[src/rtl/time_keeper.sv]
// time_keeper: hours/mins/secs wall clock with user load, edit-mode freeze,
// load accept/reject handshake, minute/day rollover pulses and BCD views.
//
//  state | meaning
//  ------+----------------------------------------------
//  UNSET | no legal time loaded since reset; counting on
//  RUN   | time loaded; counting on
//  HOLD  | user editing (set_mode high); ticks ignored
module time_keeper #(
    parameter int unsigned HOUR_MAX = 23
) (
    input  logic       clk,
    input  logic       reset,
    input  logic       tick_1hz,
    input  logic       set_mode,
    input  logic       load,
    input  logic [7:0] set_hours,
    input  logic [7:0] set_mins,
    output logic [7:0] hours,
    output logic [7:0] mins,
    output logic [7:0] secs,
    output logic [7:0] hours_bcd,
    output logic [7:0] mins_bcd,
    output logic       time_valid,
    output logic       load_ack,
    output logic       load_err,
    output logic       min_pulse,
    output logic       day_pulse
);

    localparam logic [7:0] HMAX = 8'(HOUR_MAX);

    typedef enum logic [1:0] {UNSET, RUN, HOLD} state_t;

    state_t state;
    state_t state_next;
    logic   load_legal;
    logic   count_en;

    assign load_legal = (set_hours <= HMAX) && (set_mins <= 8'd59);
    assign count_en   = (state != HOLD);

    // Binary (0..99) to two packed BCD digits.
    function automatic logic [7:0] to_bcd(input logic [7:0] v);
        logic [3:0] tens;
        logic [3:0] units;
        tens  = 4'(v / 8'd10);
        units = 4'(v % 8'd10);
        return {tens, units};
    endfunction

    // BCD views follow the registers directly, no extra latency.
    always_comb begin
        hours_bcd = to_bcd(hours);
        mins_bcd  = to_bcd(mins);
    end

    // State register.
    always_ff @(posedge clk) begin
        if (!reset) state <= UNSET;
        else        state <= state_next;
    end

    // Next-state logic; leaving HOLD also considers a legal load in the same cycle.
    always_comb begin
        state_next = state;
        case (state)
            UNSET: begin
                if (set_mode)                 state_next = HOLD;
                else if (load && load_legal)  state_next = RUN;
            end
            RUN: begin
                if (set_mode) state_next = HOLD;
            end
            HOLD: begin
                if (!set_mode)
                    state_next = (time_valid || (load && load_legal)) ? RUN : UNSET;
            end
            default: state_next = UNSET;
        endcase
    end

    // Time registers, load handshake and rollover pulses; load beats tick.
    always_ff @(posedge clk) begin
        if (!reset) begin
            hours      <= 8'd0;
            mins       <= 8'd0;
            secs       <= 8'd0;
            time_valid <= 1'b0;
            load_ack   <= 1'b0;
            load_err   <= 1'b0;
            min_pulse  <= 1'b0;
            day_pulse  <= 1'b0;
        end else begin
            load_ack  <= 1'b0;
            load_err  <= 1'b0;
            min_pulse <= 1'b0;
            day_pulse <= 1'b0;
            if (load) begin
                if (load_legal) begin
                    hours      <= set_hours;
                    mins       <= set_mins;
                    secs       <= 8'd0;
                    time_valid <= 1'b1;
                    load_ack   <= 1'b1;
                end else begin
                    load_err <= 1'b1;
                end
            end else if (tick_1hz && count_en) begin
                if (secs == 8'd59) begin
                    secs      <= 8'd0;
                    min_pulse <= 1'b1;
                    if (mins == 8'd59) begin
                        mins <= 8'd0;
                        if (hours == HMAX) begin
                            hours     <= 8'd0;
                            day_pulse <= 1'b1;
                        end else begin
                            hours <= hours + 8'd1;
                        end
                    end else begin
                        mins <= mins + 8'd1;
                    end
                end else begin
                    secs <= secs + 8'd1;
                end
            end
        end
    end

endmodule

[config.mk]
export PLATFORM = sky130hd
export DESIGN_NAME = time_keeper
export DESIGN_NICKNAME = d
export VERILOG_FILES = /design/src/rtl/time_keeper.sv
export SDC_FILE = /design/constraint.sdc
export NUM_CORES = 1
export LEC_CHECK = 0
export CAP_MARGIN = 20
export CORE_MARGIN = 3
export CORE_UTILIZATION = 48
export CTS_BUF_LIST = sky130_fd_sc_hd__clkbuf_8
export DETAILED_ROUTE_END_ITERATION = 10
export PLACE_DENSITY = 0.86
export SYNTH_ARGS = -nofsm -noshare
export SYNTH_HDL_FRONTEND = slang
export SYNTH_SLANG_ARGS = --single-unit
[constraint.sdc]
create_clock -name clk -period 3.65 [get_ports clk]
set_input_delay 0.365 -clock clk [delete_from_list [all_inputs] [get_ports clk]]
set_output_delay 0.365 -clock clk [all_outputs]
set_load 0.02 [all_outputs]
==> results.json <==
{
  "outcome": "complete, no violations",
  "grt_usage_pct": 22.73,
  "cp.arrival_ns": 3.17,
  "yosys_warnings": 0,
  "post-dp-hpwl_mm": 5.279,
  "whs_ns": 0.4744,
  "pin_count": 66,
  "vias": 2919,
  "maxCapViolCount": 0,
  "ys_ff_latch": 31,
  "maxSlewHeadroom_pct": 47.36,
  "dieArea_mm2": 0.006561,
  "p_seq_share_pct": 48.1,
  "syn-cell-area_mm2": 0.002700,
  "die_h_um": 81,
  "hold_buffers": 0,
  "hold_viol": 0,
  "finalNonFillerCells": 497,
  "antenna_found_initial": 0,
  "yosysSeqAreaShare_pct": 22.98,
  "use_met2_pct": 38.10,
  "r2r_slack_ns": 1.30,
  "period_share_pct": 96.81,
  "tns_ns": 0,
  "cts_tree": "done",
  "finish.utilization_pct": 65.29,
  "ys.flop_type": "dfxtp_1",
  "hp-class": "reg -> reg",
  "reg2reg_from": "mins[4]$_SDFFE_PN0P_",
  "tightest_slew_ns": 0.7885,
  "synth.lib_cells_used.distinct": 69,
  "clock.fmax_mhz": 283.0,
  "coreArea_mm2": 0.005270,
  "power_switching_uw": 199.3,
  "yosysTopAreaCellShare_pct": 22.98,
  "hold_start": "state[1]$_SDFFE_PN0P_",
  "min_to": "state[1]$_SDFFE_PN0P_",
  "cts_made_buffers": 5,
  "total_power_uw": 727.6,
  "wl_per_cell_um": 14.39,
  "syn_avg_cell_area_um2": 7.162,
  "fin_nets": 454,
  "cts_buffer_depth": 2,
  "drt_iter0_drc": 332,
  "areaGrowthSynthToFinish_pct": 27.43,
  "critPathMaxFanout": 16,
  "cts.clk_slew.worst_paths_ns": 0.07,
  "crit_top_cell": "buf_4",
  "internal_power_uw": 528.2,
  "worst_ep_required_time_ns": 3.28,
  "antenna_left": 0,
  "swShare_pct": 27.40,
  "rows": 26,
  "period_needed_ns": 3.534,
  "crit_chain": "buf_4, and2b_1, and3_1, a2111oi_4, o221ai_2, a211oi_2, buf_4, mux2i_1, xor2_1, clkdlybuf4s50_1",
  "finClkSkew_ns": 0.003501,
  "grt_pass1_wl_mm": 12.04,
  "reg2reg_to": "hours[4]$_SDFFE_PN0P_",
  "nFillCells": 484,
  "start_util_pct": 51.23,
  "worstSkewPairLatency_ns": 0.29,
  "viasPerCell": 5.873,
  "grt_max_degree": 28,
  "routed_wl_mm": 7.151,
  "root_buffer": "clkbuf_8",
  "start_kind": "flip-flop",
  "grt_pass1_vias": 2663,
  "dp_cells": 488,
  "die_width_um": 81,
  "h-tree-depth": 2,
  "first_pass_iters": 4,
  "clock_power_share_pct": 36.4,
  "setup_viol": 0,
  "yosys-top-cells-area": "dfxtp_1 (23%), nor2_1 (7.0%), a21oi_1 (5.4%)",
  "ys_async_sr_fraction_pct": 0,
  "p_leak_uw": 0.001221,
  "drv_slew": 0,
  "peakVddDrop_mv": 0.2291,
  "multi_input_area_mm2": 0.001884,
  "seq_area_um2": 624.3,
  "worstSetupPathType": "reg -> out",
  "critPathSlowestCell": "clkdlybuf4s50_1",
  "cts_sinks": 31,
  "synthCells": 377,
  "antennaDiodeCount": 0,
  "drc_errors": 0,
  "drive_above_1_share_pct": 7.728,
  "cellPowerDensity_mw_per_mm2": 211.5,
  "syn-num-nets": 405,
  "place.gp.congestion": 0.8920,
  "gr-total-overflow": 0,
  "whs_path_depth": 1,
  "reg2regPathDepth": 6,
  "max_stage_delay_ns": 0.62,
  "grt_util_met3_pct": 3.326,
  "synth_top_area_cell": "dfxtp_1",
  "busiest_layer": "met2",
  "synth-edff-count": 0,
  "combPwrFrac_pct": 15.5,
  "io_buffers": 65,
  "end_kind": "output port",
  "globalRouteMet1Util_pct": 29.31
}
[worst max-delay path, delay by kind of cell (launching register included)]
| kind | cells | cell delay, ns |
|---|---|---|
| buffers and inverters | 3 | 1.01 |
| AO/OA/AOI/OAI | 3 | 0.70 |
| AND/OR/NAND/NOR | 2 | 0.41 |
| flip-flops | 1 | 0.37 |
| multiplexers | 1 | 0.22 |
| XOR/XNOR | 1 | 0.16 |
[sequential cells by signal (all words and copies together), names as in the netlist]
| signal | flops |
|---|---|
| load_err | 1 |
| load_ack | 1 |
| min_pulse | 1 |
| hours | 8 |
| mins | 8 |
| state | 2 |
| secs | 8 |
| day_pulse | 1 |
| time_valid | 1 |
[layout by cell type (no fill, tap or decap), types with 7 or more instances in the layout]
cell,instances
nand3_1,16
o211ai_1,7
o21ai_0,26
nor2b_1,8
inv_1,14
nand2_1,30
a211oi_1,8
dfxtp_1,28
nor2_1,50
xnor2_1,8
ha_1,7
a21oi_1,29
buf_4,8
clkdlybuf4s50_1,65
nand2b_1,10
[cells in the mapped netlist (3+ instances only)]
master	instances
nor2_1	50
dfxtp_1	31
nand2_1	30
a21oi_1	29
o21ai_0	26
nand3_1	16
clkbuf_1	15
inv_1	13
buf_2	11
nand2b_1	11
a211oi_1	8
nor2b_1	8
xnor2_1	8
ha_1	7
o211ai_1	7
a22oi_1	6
and3_1	6
and2_1	5
mux2i_1	5
nand3b_1	5
nand4_1	4
nor3_1	4
or3_1	4
xor2_1	4
buf_4	3
nor3b_1	3
or2_2	3
[how the worst max path moves through the flow]
stage                                      from            to  slack, ns  cells past startpoint
after floorplan           hours[7]$_SDFFE_PN0P_  hours_bcd[3]       0.95                      7
after global placement    hours[7]$_SDFFE_PN0P_  hours_bcd[3]       0.40                      8
after detailed placement  hours[7]$_SDFFE_PN0P_  hours_bcd[3]       0.25                      8
after CTS                 hours[5]$_SDFFE_PN0P_  hours_bcd[3]      0.005                      8
after global routing      hours[4]$_SDFFE_PN0P_  hours_bcd[3]      -0.01                     10
final                     hours[4]$_SDFFE_PN0P_  hours_bcd[3]       0.12                     10
[cell type report]
type | instances | share of cell area (%)
Clock inverter | 3 | 0.4727
Timing Repair Buffer | 73 | 20.65
Tap cell | 70 | 2.545
Multi-Input combinational cell | 302 | 54.76
Inverter | 13 | 1.418
Clock buffer | 5 | 2.000
Sequential cell | 31 | 18.15
[repair_timing]
action                     CTS  global route
pin swaps                    0             1
setup endpoints to repair    1             2
gates cloned                 0             0
gates resized for setup      1             3
buffers inserted             0             1
[layer usage]
layer | part of all wire (%) | vias up | wire length, um
met1 | 44 | 1352 | 3182
li1 | - | 1444 | -
met2 | 48 | 115 | 3416
met3 | 6.4 | 8 | 460
met4 | 1.3 | 0 | 92
met5 | 0 | - | 0
[metrics by stage]
stage	cell area (um2)	worst slack (ns)
2_1_floorplan	2700	0.9543
3_3_place_gp	3342	0.3962
3_5_place_dp	3342	0.2540
4_1_cts	3428	0.004808
5_1_grt	3441	-0.01097
6_report	3441	0.1164
[cell families (layout without fill, tap and decap cells)]
| logic type | count (synthesis) | in the layout | share of synthesized area [%] |
|---|---|---|---|
| AO/OA/AOI/OAI | 111 | 111 | 28.27 |
| XOR/XNOR | 13 | 13 | 4.495 |
| adder cells (fa/ha/maj) | 8 | 8 | 3.614 |
| buffers and inverters | 44 | 94 | 7.321 |
| flip-flops | 31 | 31 | 22.98 |
| multiplexers | 5 | 5 | 1.854 |
| AND/OR/NAND/NOR | 165 | 165 | 31.46 |
[power by group through the flow]
stage	Clock (uW)	Sequential, uW	Combinational [uW]
2_1_floorplan	0	359	59.7
3_3_place_gp	0	357	110
3_5_place_dp	0	358	112
4_1_cts	268	350	113
5_1_grt	283	351	123
6_report	265	350	113
Power figures use the tool's default switching activity.
